### config.mk
export PLATFORM = sky130hd
export DESIGN_NAME = spike_event_packer
export DESIGN_NICKNAME = d
export VERILOG_FILES = /design/src/rtl/ecg_enc_pkg.sv /design/src/rtl/spike_evt_fifo.sv /design/src/rtl/spike_event_packer.sv
export SDC_FILE = /design/constraint.sdc
export NUM_CORES = 1
export LEC_CHECK = 0
export BUFFER_PORTS_ARGS = -buffer_cell sky130_fd_sc_hd__buf_2
export CORE_UTILIZATION = 40
export DETAILED_ROUTE_END_ITERATION = 6
export GPL_ROUTABILITY_DRIVEN = 0
export GPL_TIMING_DRIVEN = 0
export PLACE_DENSITY_LB_ADDON = 0.05
export SETUP_SLACK_MARGIN = 0.1
export SLEW_MARGIN = 20
export SYNTH_ARGS = -nofsm -noshare
export SYNTH_HDL_FRONTEND = slang
export SYNTH_HIERARCHICAL = 1
export SYNTH_SLANG_ARGS = --single-unit
### constraint.sdc
create_clock -name clk -period 3.4 [get_ports clk]
set_input_delay 0.51 -clock clk [delete_from_list [all_inputs] [get_ports clk]]
set_output_delay 0.51 -clock clk [all_outputs]
set_load 0.05 [all_outputs]
### src/rtl/ecg_enc_pkg.sv
// Shared constants and event-word packing for the ECG spike event path.
package ecg_enc_pkg;

    localparam int MASK_POS = 0;
    localparam int MASK_NEG = 1;
    localparam logic [1:0] MARK_WRAP = 2'b00;

    // Event word: {mask[1:0], delta[TS_W-1:0]}; mask sits at offset TS_W.
    localparam int EV_DELTA_LSB = 0;
    localparam int EV_MASK_W = 2;
    localparam int TS_MAX_W = 32;
    localparam int EV_MAX_W = TS_MAX_W + EV_MASK_W;

    function automatic logic [EV_MAX_W-1:0] ev_pack(
        input logic [1:0] mask,
        input logic [TS_MAX_W-1:0] delta,
        input int unsigned ts_w
    );
        logic [EV_MAX_W-1:0] w_m;
        w_m = EV_MAX_W'(mask) << ts_w;
        return w_m | (EV_MAX_W'(delta) << EV_DELTA_LSB);
    endfunction

endpackage

### src/rtl/spike_evt_fifo.sv
// First-word-fall-through event FIFO; a push into a full FIFO
// is accepted only when a pop frees the slot in the same cycle.
module spike_evt_fifo #(
    parameter int WIDTH = 18,
    parameter int DEPTH = 16
) (
    input  logic                     clk,
    input  logic                     reset,
    input  logic                     push,
    input  logic [WIDTH-1:0]         din,
    input  logic                     pop,
    output logic [WIDTH-1:0]         dout,
    output logic                     empty,
    output logic                     full,
    output logic [$clog2(DEPTH):0]   level
);
    localparam int AW = $clog2(DEPTH);
    localparam int LW = AW + 1;

    logic [WIDTH-1:0] r_mem [DEPTH];
    logic [AW-1:0]    r_wp;
    logic [AW-1:0]    r_rp;
    logic [LW-1:0]    r_level;
    logic             w_rd;
    logic             w_wr;

    assign empty = (r_level == '0);
    assign full  = (r_level == LW'(DEPTH));
    assign level = r_level;
    assign dout  = r_mem[r_rp];
    assign w_rd  = pop & ~empty;
    assign w_wr  = push & (~full | w_rd);

    always_ff @(posedge clk) begin
        if (w_wr) r_mem[r_wp] <= din;
    end

    always_ff @(posedge clk) begin
        if (!reset) begin
            r_wp    <= '0;
            r_rp    <= '0;
            r_level <= '0;
        end else begin
            if (w_wr) r_wp <= r_wp + AW'(1);
            if (w_rd) r_rp <= r_rp + AW'(1);
            case ({w_wr, w_rd})
                2'b10:   r_level <= r_level + LW'(1);
                2'b01:   r_level <= r_level - LW'(1);
                default: r_level <= r_level;
            endcase
        end
    end

endmodule

### src/rtl/spike_event_packer.sv
// Packs rising edges of the pos/neg ECG spike neurons into delta-timestamped
// events, inserting wrap markers when the delta counter tops out.
module spike_event_packer
    import ecg_enc_pkg::*;
#(
    parameter int TS_W  = 16,
    parameter int DEPTH = 16,
    parameter int CNT_W = 8
) (
    input  logic                   clk,
    input  logic                   reset,
    input  logic                   en,
    input  logic                   spike_pos,
    input  logic                   spike_neg,
    input  logic                   clr_status,
    output logic [TS_W+1:0]        ev_data,
    output logic                   ev_valid,
    input  logic                   ev_ready,
    output logic [$clog2(DEPTH):0] fifo_level,
    output logic                   overflow,
    output logic [CNT_W-1:0]       drop_cnt
);
    localparam int EV_W = TS_W + 2;

    logic             r_pos_q;
    logic             r_neg_q;
    logic [TS_W-1:0]  r_ts_cnt;
    logic             r_ovf;
    logic [CNT_W-1:0] r_drop;

    logic             w_rise_pos;
    logic             w_rise_neg;
    logic             w_ev;
    logic             w_wrap;
    logic             w_push;
    logic             w_pop;
    logic             w_empty;
    logic             w_full;
    logic             w_drop;
    logic [1:0]       w_mask;
    logic [EV_W-1:0]  w_word;

    assign w_rise_pos = spike_pos & ~r_pos_q;
    assign w_rise_neg = spike_neg & ~r_neg_q;
    assign w_ev       = en & (w_rise_pos | w_rise_neg);
    assign w_wrap     = en & ~w_ev & (&r_ts_cnt);
    assign w_push     = w_ev | w_wrap;
    assign w_pop      = ev_valid & ev_ready;
    assign w_drop     = w_push & w_full & ~w_pop;

    always_comb begin
        w_mask = MARK_WRAP;
        if (w_ev) begin
            w_mask[MASK_POS] = w_rise_pos;
            w_mask[MASK_NEG] = w_rise_neg;
        end
    end

    assign w_word = EV_W'(ev_pack(w_mask, TS_MAX_W'(r_ts_cnt), TS_W));

    spike_evt_fifo #(
        .WIDTH (EV_W),
        .DEPTH (DEPTH)
    ) u_fifo (
        .clk   (clk),
        .reset (reset),
        .push  (w_push),
        .din   (w_word),
        .pop   (w_pop),
        .dout  (ev_data),
        .empty (w_empty),
        .full  (w_full),
        .level (fifo_level)
    );

    assign ev_valid = ~w_empty;
    assign overflow = r_ovf;
    assign drop_cnt = r_drop;

    // Edge registers track the level every cycle so re-enabling never fires.
    always_ff @(posedge clk) begin
        if (!reset) begin
            r_pos_q  <= 1'b0;
            r_neg_q  <= 1'b0;
            r_ts_cnt <= '0;
        end else begin
            r_pos_q <= spike_pos;
            r_neg_q <= spike_neg;
            if (en) begin
                if (w_push) r_ts_cnt <= TS_W'(1);
                else        r_ts_cnt <= r_ts_cnt + TS_W'(1);
            end
        end
    end

    always_ff @(posedge clk) begin
        if (!reset) begin
            r_ovf  <= 1'b0;
            r_drop <= '0;
        end else if (w_drop) begin
            r_ovf <= 1'b1;
            if (clr_status)  r_drop <= CNT_W'(1);
            else if (~&r_drop) r_drop <= r_drop + CNT_W'(1);
        end else if (clr_status) begin
            r_ovf  <= 1'b0;
            r_drop <= '0;
        end
    end

endmodule
==> flow_summary.ini, run 1 <==
[flow_run]
maxCapViolations = 0

[grt]
met2_usage = 0.3025
track_usage = 0.1790
grt_pass1_vias = 7169
grt_util_met1 = 0.2436
grt_max_degree = 22
met3_usage = 0.02581
gr-max-usage-layer = met2
grt_antenna_before_repair = 0
global_route_wire_length_before_repair_um = 43930
global_route.overflow_total = 0

[logic_synthesis]
synth_cell_types = 51
portion_of_the_post_synthesis_area_used_by_sequential_elements = 0.7257
asyncSetResetFlopFracSynth = 0
main_combinational_cell_family_by_area_after_synthesis = multiplexers
synth_simple_gate_area_frac = 0.06212
post-synth-top-area-cell = sky130_fd_sc_hd__edfxtp_1
cell_with_the_most_instances_after_synthesis = sky130_fd_sc_hd__edfxtp_1
synth-xor-area-share = 0.01201
synthesis.instances = 714
synth.avg_cell_area_um2 = 18.39
synth-edff-count = 288
synth-compound-area-share = 0.04393
ys.warnings.count = 6
netlist_top_cells_area = sky130_fd_sc_hd__edfxtp_1, sky130_fd_sc_hd__mux4_2, sky130_fd_sc_hd__dfxtp_1
synth_area_mm2 = 0.01313
commonest_register_cell_after_synthesis = sky130_fd_sc_hd__edfxtp_1
synth_nets = 732
synth-adder-area-share = 0.01105
mux_share_of_post_synthesis_cell_area = 0.1311
yosys.area.top_type_share = 0.6586
ff_latch_count_synth = 332
synth_cell_count_leaders = sky130_fd_sc_hd__edfxtp_1, sky130_fd_sc_hd__mux4_2, sky130_fd_sc_hd__dfxtp_1, sky130_fd_sc_hd__a22oi_1, sky130_fd_sc_hd__nand2_1

[critical_path]
critPathLaunchType = flop
slowest_stage = sky130_fd_sc_hd__mux4_2
cp.required_ns = 2.89
worst_setup_path_end_kind = primary output
timing.rr.start = r_ts_cnt[10]$_SDFFE_PN0P_
path_class = reg2out
cp_max_fo = 10
cp_slowest_stage_delay_ns = 0.56
cell_chain_of_the_critical_path = clkbuf_2, buf_4, mux4_2, a22oi_1, nand2_1, buf_2
arrival_ns = 2.63

[cts]
cts_max_path_buffers = 3
tritoncts.num_buffers = 37
clock_insertion_delay_worst_skew_ns = 0.51
ctsHoldBuffers = 0
cts_sink_cnt = 332
cts.root.buffer_cell = sky130_fd_sc_hd__clkbuf_16
worst_setup_hold_path_clk_slew_ns = 0.06
cts_max_level = 2
cts_tree = built

[detailed_routing]
post_drt_wl_per_cell_um = 22.94
routed_vias = 6860
detailed_routing_iteration_count_for_the_pre_antenna_repair_pass = 5
antenna_left = 0
drt_drc_violations_left = 0
detail_route.iter0.violations = 519
routed_via_density = 5.440
routed_wl_um = 28920

[floorplan]
fp.dieArea_mm2 = 0.03356
start_util = 0.4108
floorplan.die.height_um = 183.2
ios = 40
rows = 65
coreArea_mm2 = 0.03196
horiz_die_dim_um = 183.2

[status]
result_of_the_run = complete, no violations

[layout]
fin_util = 0.4790
number_of_standard_cells_in_the_layout_taps_in_and_fillers_out = 1261
finish.instance_area_mm2 = 0.01531
n_fill_cell = 2690
layout.nets = 816
layout-area-overhead-vs-synth_pct = 16.59
count_of_antenna_diodes_in_the_layout = 0
drive_gt1_frac = 0.2906

[placement]
dp.cells = 1190
dp_hpwl_um = 18230
place.port_buffers = 38
post_dp_cell_area_mm2 = 0.01393
dp_slack_ns = -1.027

[power_and_ir_drop]
total_leakage_power_uw = 0.004962
power.density_cell_area_mw_per_mm2 = 622.7
ir_worst_vdd_mv = 0.4298

[timing]
slew_violations = 0
rsz0062_at_grt = yes
final.hold.worst_slack_ns = 0.2255
hold_viol_final = 0
timing.slew.headroom = 0.4851
finalWorstSetupSlack_ns = 0.2635
fin_crit_period_ns = 3.136
tightestPinTransition_ns = 0.7724
finalSetupViolCount = 0
timing.clock.skew_ns = 0.01154
post-route-period-util = 0.9225
max_freq_ghz = 0.3188

[worst_hold_path]
holdCritStartpoint = spike_pos
holdCritPathClass = in2reg
==> through the flow <==
step / power, uW / TNS [ns]
5_1_grt: 9876 / 0
6_report: 9534 / 0
3_5_place_dp: 5664 / -189.20
4_1_cts: 9652 / 0
3_3_place_gp: 5634 / -250.83
2_1_floorplan: 5399 / 0
==> cells in the final DEF (no fill, tap or decap), drive strengths merged, types with 3 or more instances in the layout <==
master	count
edfxtp	288
mux4	72
clkbuf	71
buf	57
dfxtp	44
nand2	36
a22oi	36
nor2	33
and2	20
inv	13
nand3	11
and3	11
mux2i	10
xnor2	10
ha	10
o21ai	10
clkinv	10
nand4	9
xor2	8
nor2b	7
nand2b	7
nor3	5
a21oi	5
o21a	4
or4	4
bufinv	4
a211oi	3
nor3b	3
nor4	3
==> sequential cells by signal (all words and copies together) (netlist names), named ones only <==
name          cells
u_fifo/r_mem    288
r_ts_cnt         16
drop_cnt          8
u_fifo/level      5
u_fifo/r_rp       4
u_fifo/r_wp       4
overflow          1
r_neg_q           1
r_pos_q           1
==> worst max-delay path, delay by kind of cell (launching register included) <==
family / cells / cell delay (ns)
AO/OA/AOI/OAI: 1 / 0.31
buffers and inverters: 3 / 0.83
flip-flops: 1 / 0.30
multiplexers: 1 / 0.56
AND/OR/NAND/NOR: 1 / 0.10
==> report_power, final <==
group | total (uW) | switching [uW] | internal [uW]
combinational | 1070 | 687 | 387
clock | 3960 | 1520 | 2450
sequential | 4500 | 45.2 | 4450
total | 9530 | 2250 | 7280
==> cells by family (layout without fill, tap and decap cells) <==
logic type               after synthesis  in the layout
flip-flops                           332            332
AND/OR/NAND/NOR                      154            154
multiplexers                          82             82
AO/OA/AOI/OAI                         73             73
buffers and inverters                 44            156
XOR/XNOR                              18             18
adder cells (fa/ha/maj)               11             11
==> worst paths after layout <==
check	end	slack, ns	depth (start not counted)
worst max-delay path	ev_data[10]	0.26	6
worst min-delay path	r_pos_q$_SDFF_PN0_	0.23	2
worst max register to register	u_fifo/level[4]$_SDFFE_PN0P_	0.28	12
worst min register to register	overflow$_SDFFE_PN0P_	0.49	2
==> layer usage <==
metal  wire length, um  vias up
li1                  -     3050
met1             12970     3612
met2             14310      155
met3              1119       43
met4               524        0
met5                 0        -
==> cell type report <==
cell class	count	area [um^2]	share of cell area
buffer	30	166.4	0.01087
clock buffer	51	1041	0.06800
clock inverter	16	180.2	0.01177
inverter	12	45.04	0.002942
multi-input combinational	338	3455	0.2256
sequential	332	9555	0.6241
tap	435	544.3	0.03555
timing repair buffer	47	322.8	0.02109
==> timing repair <==
item / 4_1_cts / 5_1_grt
setup buffers: 6 / 0
gates resized for setup: 39 / 10
endpoints found under the setup margin: 312 / 113
pin swaps: 3 / 0
(Power assumes the default switching activity.)
==> run 2: changes to the inputs <==
--- a/config.mk
+++ b/config.mk
@@ -11,6 +11,7 @@
 export GPL_ROUTABILITY_DRIVEN = 0
 export GPL_TIMING_DRIVEN = 0
 export PLACE_DENSITY_LB_ADDON = 0.05
+export REMOVE_ABC_BUFFERS = 1
 export SETUP_SLACK_MARGIN = 0.1
 export SLEW_MARGIN = 20
 export SYNTH_ARGS = -nofsm -noshare
==> run 2 against run 1 <==
  * Sequential power hardly changed
  * Final cell count is 1.0% lower
  * Clock skew is 0.0058 ns higher
  * Via count hardly changed
  * Maximum frequency is 0.86% higher
  * Setup slack better by 0.027 ns
  * Combinational power hardly changed
  * Die area stayed put
  * Clock-buffer cell count is 7 lower
  * Non-clock buffer count is 11 lower
  * Largest cell class unchanged
  * Critical path depth is 6 higher
==> flow_summary.ini, run 2 (synthesized netlist as in run 1, its figures left out) <==
[timing]
timing.clock.skew_ns = 0.01738
finalSetupViolCount = 0
hold_viol_final = 0
slew_violations = 0
rsz0062_at_grt = no
totalNegativeSetupSlack_ns = 0
fin_crit_period_ns = 3.110
finalWorstSetupSlack_ns = 0.2902
timing.slew.headroom = 0.4755
max_freq_ghz = 0.3216
final.hold.worst_slack_ns = 0.2211
post-route-period-util = 0.9147
tightestPinTransition_ns = 0.7867

[detailed_routing]
drt_drc_violations_left = 0
routed_vias = 6864
routed_via_density = 5.500
detailed_routing_iteration_count_for_the_pre_antenna_repair_pass = 5
post_drt_wl_per_cell_um = 23.88
routed_wl_um = 29810
detail_route.iter0.violations = 521
antenna_left = 0

[grt]
track_usage = 0.1833
grt_pass1_vias = 7002
grt_antenna_before_repair = 0
global_route_wire_length_before_repair_um = 44410
grt_max_degree = 39
global_route.overflow_total = 0

[critical_path]
rr_endpoint = u_fifo/level[4]$_SDFFE_PN0P_
timing.rr.start = r_ts_cnt[4]$_SDFFE_PN0P_
worst-r2r-setup-slack_ns = 0.29
cp_max_fo = 21
reg2regPathDepth = 12
critPathLaunchType = flop
timing.critical_path.from = r_ts_cnt[4]$_SDFFE_PN0P_
arrival_ns = 3.55
path_class = reg2reg
cp.required_ns = 3.84
worst_setup_path_end_kind = flop

[floorplan]
fp.dieArea_mm2 = 0.03356
horiz_die_dim_um = 183.2
rows = 65
ios = 40
start_util = 0.4108
coreArea_mm2 = 0.03196
floorplan.die.height_um = 183.2

[power_and_ir_drop]
ir_worst_vdd_mv = 0.2948
total_leakage_power_uw = 0.005004
power.density_cell_area_mw_per_mm2 = 601.2

[placement]
dp_slack_ns = -0.5963
post_dp_cell_area_mm2 = 0.01405
dp_hpwl_um = 16310
place.port_buffers = 39

[cts]
tritoncts.num_buffers = 37
cts_sink_cnt = 332
cts_max_path_buffers = 3
ctsHoldBuffers = 0
cts.root.buffer_cell = sky130_fd_sc_hd__clkbuf_16
cts_tree = built
worst_setup_hold_path_clk_slew_ns = 0.06
clock_insertion_delay_worst_skew_ns = 0.51
cts_max_level = 2

[layout]
drive_gt1_frac = 0.3038
count_of_antenna_diodes_in_the_layout = 0
fin_util = 0.4849
register_with_the_highest_flop_count = u_fifo/r_mem
layout-area-overhead-vs-synth_pct = 18.03
layout.nets = 805
finish.instance_area_mm2 = 0.01550
largest_register_ffs = 288
layout.cells.most_common_list = sky130_fd_sc_hd__edfxtp_1, sky130_fd_sc_hd__mux4_2, sky130_fd_sc_hd__clkbuf_16, sky130_fd_sc_hd__buf_2
layout.cells.most_common = sky130_fd_sc_hd__edfxtp_1

[worst_hold_path]
hold-path-cell-count = 2
holdCritPathClass = in2reg
holdCritStartpoint = spike_neg
worstHoldEndpoint = r_neg_q$_SDFF_PN0_

[status]
result_of_the_run = complete, no violations

[flow_run]
maxCapViolations = 0
==> run 2: how the worst max path moves through the flow <==
stage                                                end  depth (start not counted)  slack (ns)
after global routing        u_fifo/level[4]$_SDFFE_PN0P_                         12         0.1
after CTS                                     ev_data[2]                          6        0.10
after floorplan                               ev_data[0]                          3       -1.31
after global placement                       ev_data[11]                          4       -2.87
final                       u_fifo/level[4]$_SDFFE_PN0P_                         12        0.29
after detailed placement  u_fifo/r_mem[10][12]$_DFFE_PP_                          8       -0.60
==> run 2: where the power goes <==
part           internal [uW]  switching, uW  total [uW]
logic                    412            663        1070
registers               4450           65.3        4510
clock network           2180           1550        3730
total                   7040           2270        9320
==> run 2: stage by stage <==
step,instances,power (uW)
after CTS,1243,9421
final,1248,9318
after global routing,1248,9662
after detailed placement,1167,5629
after floorplan,682,5379
after global placement,1156,5611
==> run 2: repair_timing <==
action,CTS,global route
setup endpoints to repair,300,170
resized for setup,24,11
pin swaps,5,0
setup buffers,10,5
cloned,1,0
==> run 2: per-layer routing <==
layer / GRT usage / wire length (um)
met1: 0.2505 / 13180
met4: 0.05900 / 734
met3: 0.03018 / 1362
met2: 0.3001 / 14530
met5: 0 / 0
==> run 2: critical path, stage by stage, from the launching register on <==
cell                       delay [ns]
sky130_fd_sc_hd__dfxtp_2         0.57
sky130_fd_sc_hd__nand4_4         0.21
sky130_fd_sc_hd__nor4_4          0.42
sky130_fd_sc_hd__o21ai_1         0.19
sky130_fd_sc_hd__inv_2           0.18
sky130_fd_sc_hd__nor2b_1         0.09
sky130_fd_sc_hd__o21ai_4         0.08
sky130_fd_sc_hd__inv_2           0.09
sky130_fd_sc_hd__ha_1            0.32
sky130_fd_sc_hd__nand2b_1        0.12
sky130_fd_sc_hd__a21oi_1         0.13
sky130_fd_sc_hd__or4_1           0.53
sky130_fd_sc_hd__nand4_1         0.10
==> run 2: layout make-up <==
class                           instances  area, um^2
Clock buffer                           44        1005
Clock inverter                         21       133.9
Fill cell                            2653       16460
Inverter                               12       45.04
Multi-Input combinational cell        338        3491
Sequential cell                       332        9569
Tap cell                              435       544.3
Timing Repair Buffer                   66       710.7
==> run 3: changes to the inputs <==
--- a/config.mk
+++ b/config.mk
@@ -5,12 +5,15 @@
 export SDC_FILE = /design/constraint.sdc
 export NUM_CORES = 1
 export LEC_CHECK = 0
+export ABC_AREA = 1
 export BUFFER_PORTS_ARGS = -buffer_cell sky130_fd_sc_hd__buf_2
 export CORE_UTILIZATION = 40
+export CTS_CLUSTER_SIZE = 14
 export DETAILED_ROUTE_END_ITERATION = 6
 export GPL_ROUTABILITY_DRIVEN = 0
 export GPL_TIMING_DRIVEN = 0
 export PLACE_DENSITY_LB_ADDON = 0.05
+export RECOVER_POWER = 50
 export REMOVE_ABC_BUFFERS = 1
 export SETUP_SLACK_MARGIN = 0.1
 export SLEW_MARGIN = 20
==> run 3 against run 2 <==
  * Sequential share of layout area is 4.6 points lower
  * Area after synthesis up 7.5%
  * Register-to-register slack improved by 0.05 ns
  * Combinational power rose to 3.3 times the previous value
  * Setup slack improved by 0.014 ns
  * Wire length rose by 8.9%
  * Sequential power rose by 4%
  * Clock power down 2%
  * Core utilization fell by 0.26 points
  * Critical endpoint is now ev_data[4]
==> flow_summary.ini, run 3 <==
[power_and_ir_drop]
power.density_cell_area_mw_per_mm2 = 709.5
clockPowerShare = 0.310
total_internal_power_uw = 7731
share_seq_of_total_power = 0.396
total_leakage_power_uw = 0.006155
comb_power_share = 0.294
netSwitchingPower_uw = 4119
power_switching_share = 0.3476
ir_worst_vdd_mv = 0.5099

[logic_synthesis]
synthesis.instances = 1252
synth_simple_gate_area_frac = 0.1254
post-synth-top-area-cell = sky130_fd_sc_hd__edfxtp_1
synth-adder-area-share = 0.01028
main_combinational_cell_family_by_area_after_synthesis = simple AND/OR/NAND/NOR gates
yosys.area.top_type_share = 0.6128
ff_latch_count_synth = 332
synth_cell_count_leaders = sky130_fd_sc_hd__edfxtp_1, sky130_fd_sc_hd__inv_1, sky130_fd_sc_hd__nand2_1, sky130_fd_sc_hd__nand3_1, sky130_fd_sc_hd__a21oi_1
ys.warnings.count = 6
commonest_register_cell_after_synthesis = sky130_fd_sc_hd__edfxtp_1
synth-xor-area-share = 0.006206
portion_of_the_post_synthesis_area_used_by_sequential_elements = 0.6752
cell_with_the_most_instances_after_synthesis = sky130_fd_sc_hd__edfxtp_1
netlist_top_cells_area = sky130_fd_sc_hd__edfxtp_1, sky130_fd_sc_hd__dfxtp_1, sky130_fd_sc_hd__inv_1
synth.avg_cell_area_um2 = 11.27
asyncSetResetFlopFracSynth = 0
synth-edff-count = 288
synth_cell_types = 40
synth_area_mm2 = 0.01411
synth-compound-area-share = 0.1087
mux_share_of_post_synthesis_cell_area = 0

[critical_path]
reg2regPathDepth = 11
worst_setup_path_end_kind = primary output
path_class = reg2out
worst-r2r-setup-slack_ns = 0.34
arrival_ns = 2.59
cp_max_fo = 70
cp.required_ns = 2.89
critPathLaunchType = flop
rr_endpoint = u_fifo/r_mem[4][4]$_DFFE_PP_
timing.rr.start = r_ts_cnt[13]$_SDFFE_PN0P_

[floorplan]
rows = 68
floorplan.die.height_um = 189.8
fp.dieArea_mm2 = 0.03604
start_util = 0.4075
ios = 40
horiz_die_dim_um = 189.8
coreArea_mm2 = 0.03463

[timing]
hold_viol_final = 0
post-route-period-util = 0.9106
fin_crit_period_ns = 3.096
max_freq_ghz = 0.3230
rsz0062_at_grt = no
timing.clock.skew_ns = 0.01699
tightestPinTransition_ns = 1.173
slew_violations = 0
timing.slew.headroom = 0.2148
finalSetupViolCount = 0

[grt]
gr-max-usage-layer = met2
met3_usage = 0.02988
track_usage = 0.1826
met2_usage = 0.3008
grt_max_degree = 74
global_route_wire_length_before_repair_um = 49760
global_route.overflow_total = 0
grt_antenna_before_repair = 1
grt_pass1_vias = 8473
grt_util_met1 = 0.2487

[worst_hold_path]
holdCritStartpoint = spike_pos
holdCritPathClass = in2reg
worstHoldEndpoint = r_pos_q$_SDFF_PN0_
hold-path-cell-count = 3

[layout]
n_fill_cell = 3074
fin_util = 0.4823
register_with_the_highest_flop_count = u_fifo/r_mem
layout.cells.most_common_list = sky130_fd_sc_hd__edfxtp_1, sky130_fd_sc_hd__inv_1, sky130_fd_sc_hd__nand2_1
layout.nets = 1326
largest_register_ffs = 288
layout-area-overhead-vs-synth_pct = 18.34
layout.cells.most_common = sky130_fd_sc_hd__edfxtp_1
finish.instance_area_mm2 = 0.01670
drive_gt1_frac = 0.1319

[detailed_routing]
detail_route.iter0.violations = 615
routed_via_density = 4.979
routed_vias = 8913
antenna_left = 0
post_drt_wl_per_cell_um = 18.14
drt_drc_violations_left = 0
routed_wl_um = 32470
detailed_routing_iteration_count_for_the_pre_antenna_repair_pass = 5

[cts]
cts_max_level = 2
clock_insertion_delay_worst_skew_ns = 0.51
cts_sink_cnt = 332
cts.root.buffer_cell = sky130_fd_sc_hd__clkbuf_16
cts_tree = built
tritoncts.num_buffers = 36
cts_max_path_buffers = 3
worst_setup_hold_path_clk_slew_ns = 0.06

[placement]
dp_hpwl_um = 19500
post_dp_cell_area_mm2 = 0.01534
place.port_buffers = 39

[status]
result_of_the_run = complete, no violations

[flow_run]
maxCapViolations = 0
[run 3: cell types whose count changed after synthesis, sizes merged, moves of 50 or more]
cell | previous run | this run
o211ai | 2 | 72
inv | 12 | 194
nand3 | 11 | 136
a21oi | 5 | 88
o21ai | 10 | 86
mux4 | 72 | 0
nand2 | 36 | 160
nor2 | 33 | 83
[run 3: power by group through the flow]
stage	Combinational [uW]	Sequential, uW	Clock (uW)
floorplan	2070	5160	0
global placement	2280	5130	0
detailed placement	3440	4830	0
CTS	3500	4710	3770
global route	3870	4720	3930
finish	3480	4700	3670
[run 3: through the flow]
stage | setup TNS (ns) | hold slack [ns] | total power, uW | cells | setup slack (ns)
floorplan | -54.57 | 0.4468 | 7236 | 1191 | -3.037
global placement | -393.92 | 0.4534 | 7407 | 1685 | -6.074
detailed placement | 0 | 0.4603 | 8268 | 1709 | 0.09554
CTS | 0 | 0.1898 | 11980 | 1774 | 0.1598
global route | 0 | 0.2334 | 12520 | 1789 | 0.07918
finish | 0 | 0.2131 | 11850 | 1790 | 0.3039
[run 3: worst max-delay path by stage]
stage	to	cells after the start	from	slack (ns)
finish	ev_data[4]	8	flop	0.30
global placement	ev_data[4]	5	flop	-6.07
global route	u_fifo/r_mem[4][4]$_DFFE_PP_	11	r_ts_cnt[13]$_SDFFE_PN0P_	0.08
CTS	ev_data[4]	8	flop	0.16
floorplan	ev_data[13]	4	flop	-3.04
detailed placement	u_fifo/r_mem[9][8]$_DFFE_PP_	11	r_ts_cnt[10]$_SDFFE_PN0P_	0.1
[run 3: kinds of logic (layout without fill, tap and decap cells)]
kind of cell    Yosys count  after routing
other cells               0              1
flops                   332            332
simple gates            392            392
compound gates          250            250
buf+inv                 257            339
xor+xnor                 10             10
fa+ha+maj                11             11
[run 3: layer usage]
layer | share of wire | routed length, um | vias up
met5 | 0 | 0 | -
met4 | 0.024 | 789 | 0
met3 | 0.036 | 1185 | 51
met2 | 0.47 | 15120 | 144
met1 | 0.47 | 15370 | 4267
li1 | - | - | 4451
[run 3: area by class of cell]
type	instances	area (um^2)	share of cell area
diodes	1	2.502	0.0001498
clock buffers	51	1008	0.06038
clock inverters	13	87.58	0.005244
inverters	196	738.2	0.04420
multi-input cells	663	3633	0.2176
flip-flops and latches	332	9550	0.5718
well taps	455	569.3	0.03409
repair buffers	79	1111	0.06653
[run 3: critical path, stage by stage, from the launching register on]
cell and delay [ns]:
sky130_fd_sc_hd__dfxtp_4 0.48, sky130_fd_sc_hd__buf_16 0.27, sky130_fd_sc_hd__buf_16 0.29, sky130_fd_sc_hd__buf_12 0.26, sky130_fd_sc_hd__o211ai_1 0.13, sky130_fd_sc_hd__nand3_1 0.13, sky130_fd_sc_hd__nand3_1 0.10, sky130_fd_sc_hd__nand2_1 0.11
sky130_fd_sc_hd__buf_2 0.27
[run 3: repair_timing]
action	in CTS	in global routing
hold buffers	0	0
buffers inserted	1	15
resized for setup	3	7
setup endpoints to repair	25	195
pin swaps	0	11
